## config.mk

```make
export PLATFORM = sky130hd
export DESIGN_NAME = p4_op_sequencer
export DESIGN_NICKNAME = d
export VERILOG_FILES = /design/src/rtl/p4_op_sequencer.sv
export SDC_FILE = /design/constraint.sdc
export NUM_CORES = 1
export LEC_CHECK = 0
export CAP_MARGIN = 10
export CORE_ASPECT_RATIO = 1.75
export CORE_UTILIZATION = 53
export CTS_CLUSTER_SIZE = 16
export DETAILED_ROUTE_END_ITERATION = 10
export PLACE_DENSITY = 0.82
export SLEW_MARGIN = 5
export SYNTH_ARGS = -nofsm -noshare
export SYNTH_HDL_FRONTEND = slang
export SYNTH_SLANG_ARGS = --single-unit
```

## constraint.sdc

```tcl
create_clock -name clk -period 3.9 [get_ports clk]
set_clock_uncertainty 0.2 [all_clocks]
set_input_delay 0.78 -clock clk [delete_from_list [all_inputs] [get_ports clk]]
set_output_delay 0.78 -clock clk [all_outputs]
set_load 0.03 [all_outputs]
```

## src/rtl/p4_op_sequencer.sv

```systemverilog
// p4_op_sequencer: operand sequencer wrapped around an external combinational
// P4 adder. Operand pairs are buffered in a 4-entry FIFO, issued one at a time
// onto a_o/b_o/cin_o, and the adder result (scomb_i/cout_i) is captured into a
// valid/ready output register together with a signed-overflow flag.
//
// Ports:
//   clk, rst_n            clock; synchronous active-low reset
//   in_valid/in_ready     upstream handshake for {in_a, in_b, in_cin}
//   a_o, b_o, cin_o       operands driven to the adder
//   scomb_i, cout_i       adder sum and carry-out
//   out_valid/out_ready   downstream handshake for {out_sum, out_cout, out_ovf}
//   done_cnt              wrapping count of completed output handshakes
module p4_op_sequencer #(
    parameter int unsigned DWIDTH = 32,
    parameter int unsigned DEPTH  = 4
) (
    input  logic              clk,
    input  logic              rst_n,
    input  logic              in_valid,
    output logic              in_ready,
    input  logic [DWIDTH-1:0] in_a,
    input  logic [DWIDTH-1:0] in_b,
    input  logic              in_cin,
    output logic [DWIDTH-1:0] a_o,
    output logic [DWIDTH-1:0] b_o,
    output logic              cin_o,
    input  logic [DWIDTH-1:0] scomb_i,
    input  logic              cout_i,
    output logic              out_valid,
    input  logic              out_ready,
    output logic [DWIDTH-1:0] out_sum,
    output logic              out_cout,
    output logic              out_ovf,
    output logic [15:0]       done_cnt
);

    localparam int unsigned PTR_W = $clog2(DEPTH);
    localparam int unsigned CNT_W = PTR_W + 1;
    localparam int unsigned MSB   = DWIDTH - 1;

    // FIFO storage (no reset needed: occupancy is tracked by cnt_q)
    logic [DWIDTH-1:0] fa_q [DEPTH];
    logic [DWIDTH-1:0] fb_q [DEPTH];
    logic              fc_q [DEPTH];

    logic [PTR_W-1:0]  wr_ptr_q, wr_ptr_d;
    logic [PTR_W-1:0]  rd_ptr_q, rd_ptr_d;
    logic [CNT_W-1:0]  cnt_q, cnt_d;
    logic              drv_vld_q, drv_vld_d;
    logic [DWIDTH-1:0] a_q, a_d;
    logic [DWIDTH-1:0] b_q, b_d;
    logic              cin_q, cin_d;
    logic              ov_q, ov_d;
    logic [DWIDTH-1:0] sum_q, sum_d;
    logic              cout_q, cout_d;
    logic              ovf_q, ovf_d;
    logic [15:0]       done_q, done_d;

    logic push;
    logic pop;
    logic res_free;
    logic capture;
    logic handshake;

    // Ready depends only on registered occupancy, so a full FIFO never
    // accepts even when it is popped in the same cycle.
    assign in_ready  = (cnt_q < CNT_W'(DEPTH));
    assign push      = in_valid & in_ready;
    assign res_free  = ~ov_q | out_ready;
    assign capture   = drv_vld_q & res_free;
    assign pop       = (cnt_q != '0) & (~drv_vld_q | capture);
    assign handshake = ov_q & out_ready;

    // Next-state logic for pointers, issue stage, result stage and counter
    always_comb begin
        wr_ptr_d  = wr_ptr_q;
        rd_ptr_d  = rd_ptr_q;
        cnt_d     = cnt_q;
        drv_vld_d = drv_vld_q;
        a_d       = a_q;
        b_d       = b_q;
        cin_d     = cin_q;
        ov_d      = ov_q;
        sum_d     = sum_q;
        cout_d    = cout_q;
        ovf_d     = ovf_q;
        done_d    = done_q;

        if (push) begin
            wr_ptr_d = wr_ptr_q + PTR_W'(1);
        end

        case ({push, pop})
            2'b10:   cnt_d = cnt_q + CNT_W'(1);
            2'b01:   cnt_d = cnt_q - CNT_W'(1);
            default: cnt_d = cnt_q;
        endcase

        // Issue: head of FIFO onto the adder inputs; otherwise hold them
        if (pop) begin
            rd_ptr_d  = rd_ptr_q + PTR_W'(1);
            a_d       = fa_q[rd_ptr_q];
            b_d       = fb_q[rd_ptr_q];
            cin_d     = fc_q[rd_ptr_q];
            drv_vld_d = 1'b1;
        end else if (capture) begin
            drv_vld_d = 1'b0;
        end

        // Capture: overflow judged from the operands actually on the adder
        if (capture) begin
            sum_d  = scomb_i;
            cout_d = cout_i;
            ovf_d  = (a_q[MSB] == b_q[MSB]) & (scomb_i[MSB] != a_q[MSB]);
            ov_d   = 1'b1;
        end else if (out_ready) begin
            ov_d   = 1'b0;
        end

        if (handshake) begin
            done_d = done_q + 16'(1);
        end
    end

    // State registers
    always_ff @(posedge clk) begin
        if (!rst_n) begin
            wr_ptr_q  <= '0;
            rd_ptr_q  <= '0;
            cnt_q     <= '0;
            drv_vld_q <= 1'b0;
            a_q       <= '0;
            b_q       <= '0;
            cin_q     <= 1'b0;
            ov_q      <= 1'b0;
            sum_q     <= '0;
            cout_q    <= 1'b0;
            ovf_q     <= 1'b0;
            done_q    <= '0;
        end else begin
            wr_ptr_q  <= wr_ptr_d;
            rd_ptr_q  <= rd_ptr_d;
            cnt_q     <= cnt_d;
            drv_vld_q <= drv_vld_d;
            a_q       <= a_d;
            b_q       <= b_d;
            cin_q     <= cin_d;
            ov_q      <= ov_d;
            sum_q     <= sum_d;
            cout_q    <= cout_d;
            ovf_q     <= ovf_d;
            done_q    <= done_d;
        end
    end

    // FIFO write port
    always_ff @(posedge clk) begin
        if (rst_n && push) begin
            fa_q[wr_ptr_q] <= in_a;
            fb_q[wr_ptr_q] <= in_b;
            fc_q[wr_ptr_q] <= in_cin;
        end
    end

    assign a_o       = a_q;
    assign b_o       = b_q;
    assign cin_o     = cin_q;
    assign out_valid = ov_q;
    assign out_sum   = sum_q;
    assign out_cout  = cout_q;
    assign out_ovf   = ovf_q;
    assign done_cnt  = done_q;

endmodule

```

; Yosys cells after proc, flatten, opt, wreduce, memory -nomap -nowiden
; Memory sizes are Yosys's and may differ from the RTL's. A register that Yosys moved wholly into a read port is not among the register bits.
; Cells that the tools add are included.
[word_totals]
regBits = 59
ramBits = 260
inputBits = 102
out_inout_bits = 117
wordCells = 46
mem_count = 3
[mem_list]
columns = memory, depth, width, rd, rd_ports_with_merged_regs, write_ports, line
row1 = fa_q, 4, 32, 1, 1, 1, 42  ; logic [DWIDTH-1:0] fa_q [DEPTH];
row2 = fb_q, 4, 32, 1, 1, 1, 43  ; logic [DWIDTH-1:0] fb_q [DEPTH];
row3 = fc_q, 4, 1, 1, 1, 1, 44  ; logic fc_q [DEPTH];
[op_classes]
addsub = 5
n_lt_le_gt_ge = 1
eq_ne = 4
n_mux = 7
bitwise = 9
n_reduce_logical = 8
[op_table]
columns = operator, n
row1 = "16-bit by 1-bit adder with 16-bit output, second input constant", 1
row2 = 1-bit 2-to-1 mux, 6
row3 = 3-bit one-hot mux with 2 select lines, 1
row4 = 2-bit nonzero test, 3
row5 = 1-bit AND, 5
row6 = "2-bit by 1-bit adder with 2-bit output, second input constant", 2
row7 = "3-bit by 1-bit adder with 3-bit output, second input constant", 1
row8 = 1-bit zero test, 3
row9 = "3-bit < comparator, second input constant", 1
row10 = 3-bit nonzero test, 1
row11 = "3-bit by 1-bit subtractor with 3-bit output, second input constant", 1
row12 = "2-bit by 1-bit equality test with 1-bit output, second input constant", 1
row13 = "2-bit equality test, second input constant", 1
row14 = 1-bit inverter, 2
row15 = 1-bit bitwise OR, 2
row16 = 1-bit equality test, 1
row17 = 1-bit logical AND, 1
row18 = 1-bit inequality test, 1

; Depth between registers and ports, before layout
[logic_depth]
depth_word = 7
depth_mapped = 10
mapped_depth_nobuf = 9

; Least setup slack after synthesis
; No wires, ideal clock.
[synth_timing]
kind = input to register
from = in in_valid
to = mem fa_q[0][0], enable pin
setup_time_ns = 0.430
t_arrival_ns = 2.724
required_time_ns = 3.270
setup_slack_ns = 0.545
cell_stages = 3
n_path_buf = 1
cell_sequence = nor2b_1 -> clkbuf_1 -> and3_1
[synth_between]
elab_chain_cells = 4
[synth_lines]
columns = element, line
row1 = "start, declared", 19  ; input logic in_valid,
row2 = 1-bit AND, 68  ; assign push = in_valid & in_ready;
row3 = 1-bit logical AND, 158  ; if (rst_n && push) begin
row4 = 1-bit 2-to-1 mux, 158
row5 = 1-bit 2-to-1 mux (implied by the code), 159  ; fa_q[wr_ptr_q] <= in_a;
row6 = "end, declared", 42
; Every way passes these cells.

; Final worst setup path
[layout_timing]
from = in out_ready
to = reg cnt_q[2]
[layout_between]
elab_chain_cells = 6
word_cells_on_any_way = 8
classes_between = eq/ne: 2 / mux: 1 / bitwise: 4 / reduce/logical: 1
[layout_lines]
columns = element, line
row1 = "start, declared", 30  ; input logic out_ready,
row2 = 1-bit bitwise OR *, 69  ; assign res_free = ~ov_q | out_ready;
row3 = 1-bit AND *, 70  ; assign capture = drv_vld_q & res_free;
row4 = 1-bit bitwise OR *, 71  ; assign pop = (cnt_q != '0) & (~drv_vld_q | capture);
row5 = 1-bit AND *, 71
row6 = 2-bit by 1-bit equality test with 1-bit output / 2-bit equality test (equally long branches), 93  ; case ({push, pop})
row7 = 3-bit one-hot mux with 2 select lines / 2-bit nonzero test (equally long branches), -
row8 = "end signal, assigned", 143  ; cnt_q <= cnt_d;
row9 = "end, declared", 48  ; logic [CNT_W-1:0] cnt_q, cnt_d;
; Every way passes the cells marked *; elsewhere a longest branch is shown, timed or not.
; A chain may end at the register's enable or synchronous reset.

==> metrics <==
clock power share ~28%; IO buf count 218; Synth Net Count a little over 1000; Least-Margin Pin Slew 0.998 ns; top post-synthesis cells by count 260 x edfxtp_1, 204 x nand2_1, 124 x dfxtp_1; RSZ-0062 raised after global routing false; via/cell ratio ~5.5; CP max FO 7; DP HPWL 18600 um; Clock Latency Late Sink 0.51 ns; Die Y-Extent about 220 um; Layout Cells excl Fill 1480; row count 78; grt ovf 0; Num CTS Buffers 35; Logic pwr share 29.0%; Pins Over Slew Limit 0; first-pass GRT wire length about 46000 um; CTS Buffer Depth 3; Vias around 8000; flops & latches, synth approximately 380; maxcap violations 0; synth top area cells edfxtp_1 56%, dfxtp_1 18%, mux4_2 11%, nand2_1 5.5%, a21oi_1 3.8%; Nets between 1000 and 1500; P_int 8.63 mW; Lkg Pwr 5.85 nW; final critical-path required period 2.70 ns; fmax 371 MHz; Pre-antenna DRT Iters 5; status completed; H-tree depth 2; CTS tree yes; total track usage 22.5%; antenna violations before repair 1; Syn Area/Cell between 15 and 20 sq um; Die Width between 100 and 150 um; CP required 4.14 ns; Fin. Hold Viols 0; routed len/inst 20.1 um; Seq/Total Area, Yosys 73.9%; # IOs between 200 and 250; NetSw 3.95 mW; CP Launch Type input pin; PostCTS Resize Cnt 0; initial detailed-routing violation count 601; vias in the first global route 8535; Synth Warn # 0; cell area after synthesis approximately 0.014 sq mm; Slew headroom between 30 and 40%; Initial Util 53.9%; most common cell in the synthesized netlist edfxtp_1; ANT nets after route 0; post-synthesis async set-or-reset flop share 0%; sequential power share 42.5%; largest net degree at the start of global routing 72; Power Density 710 mW/mm^2; Synth Flop Type edfxtp_1; Mapped Cells 912; Final period util 69.2%; gp weighted congestion 0.760; CP Capture Type flip-flop; Setup Buffers After CTS 0; Cells after DPL 1416; DR DRC count 0; Post-Route WL around 30000 um; die area 0.0270 sq mm; TritonCTS Sinks 384; hold-fix buffers at CTS 0; CTS root buffer clkbuf_16; Synth cell types 36; Layout Area Growth over Synthesis 27.3%; switch share about a third; HP Class reg -> reg; CTS clk-pin slew, worst paths 0.06 ns; number of setup violations in the final report 0; area leader, netlist edfxtp_1; area fraction of the dominant cell type after synthesis 56.0%; WP data arrival 2.93 ns; fraction of layout instances using a drive strength above 1 13.0%; Worst Path Class, Setup in -> reg; total negative slack 0 ns; number of flops mapped to enable cells by yosys 260; Max VDD drop roughly 0.57 mV; CORE AREA 0.0259 sq mm
## metal layers
layer	global-route usage, %	wire [um]	vias up
met2	41.4	16300	303
li1	-	-	3792
met1	24.4	10700	4018
met5	0	0	-
met4	12.0	1310	0
met3	4.05	1510	70
## cells in the final DEF (no fill, tap or decap), types with 3 or more instances in the layout
| cell | instances |
|---|---|
| a21oi_1 | 107 |
| and3_4 | 4 |
| buf_12 | 5 |
| buf_4 | 12 |
| bufinv_16 | 6 |
| clkbuf_1 | 6 |
| clkbuf_16 | 37 |
| clkdlybuf4s50_1 | 218 |
| clkinv_1 | 4 |
| clkinv_2 | 7 |
| dfxtp_1 | 122 |
| edfxtp_1 | 260 |
| ha_1 | 6 |
| inv_1 | 9 |
| mux4_2 | 65 |
| nand2_1 | 203 |
| nand3_1 | 5 |
| nand3b_1 | 3 |
| nand4_1 | 3 |
| nor2_1 | 23 |
| nor3_1 | 6 |
| or3_1 | 3 |
| xnor2_1 | 8 |
| xor2_1 | 8 |
## logic make-up (layout without fill, tap and decap cells)
| group | count (synthesis) | in the layout | share of synthesized area (%) |
|---|---|---|---|
| fa+ha+maj | 7 | 7 | 0.683 |
| xor+xnor | 16 | 16 | 1.01 |
| other cells | 0 | 1 | 0 |
| flops | 384 | 384 | 73.9 |
| compound gates | 113 | 113 | 4.16 |
| simple gates | 264 | 264 | 7.90 |
| mux | 65 | 65 | 10.5 |
| buf+inv | 63 | 310 | 1.88 |
## path summary, 6_finish.rpt
kind                    start    endpoint  slack (ns)  depth (start not counted)
setup / recovery    out_ready    cnt_q[2]        1.20                         10
hold / removal     out_sum[2]  out_sum[2]        0.25                          2
setup reg to reg  rd_ptr_q[0]     a_o[10]        1.61                          4
hold reg to reg    out_sum[2]  out_sum[2]        0.25                          2
## power by group through the flow
stage	Sequential (mW)	Clock, mW	Combinational (mW)
2_1_floorplan	5.84	0	1.88
3_3_place_gp	5.43	0	3.59
6_report	5.35	3.58	3.65
5_1_grt	5.44	3.81	3.93
3_5_place_dp	5.46	0	3.67
4_1_cts	5.37	3.65	3.69
## critical path, stage by stage
cell	delay, ns
clkdlybuf4s50_1	0.57
nand3b_1	0.20
nand2_2	0.08
inv_2	0.06
ha_1	0.18
inv_1	0.06
fa_1	0.38
xor2_1	0.16
or3_1	0.31
a21oi_1	0.15
## final cells by class
class	instances	area [sq um]
flip-flops and latches	384	10300
fillers	1704	8120
multi-input cells	465	3400
repair buffers	235	2370
clock buffers	45	976
well taps	320	400
clock inverters	18	238
inverters	12	48.8
diodes	1	2.50
## stage by stage
stage	hold slack (ns)	setup slack, ns	util [%]	power [mW]	instance area [sq um]
after detailed placement	0.246	0.695	63.9	9.13	16500
final	0.252	1.20	68.6	12.6	17700
after floorplan	0.279	0.545	-	7.72	13900
after CTS	0.254	1.19	68.6	12.7	17700
after global routing	0.270	1.10	68.6	13.2	17700
after global placement	0.241	0.782	63.9	9.02	16500
## state kept, by name, summed over array words and instances, names as in the netlist
register   count
fa_q         128
fb_q         128
a_o           32
b_o           32
out_sum       32
done_cnt      16
fc_q           4
cnt_q          3
rd_ptr_q       2
wr_ptr_q       2
cin_o          1
drv_vld_q      1
out_cout       1
out_ovf        1
out_valid      1
Power figures use the tool's default switching activity.
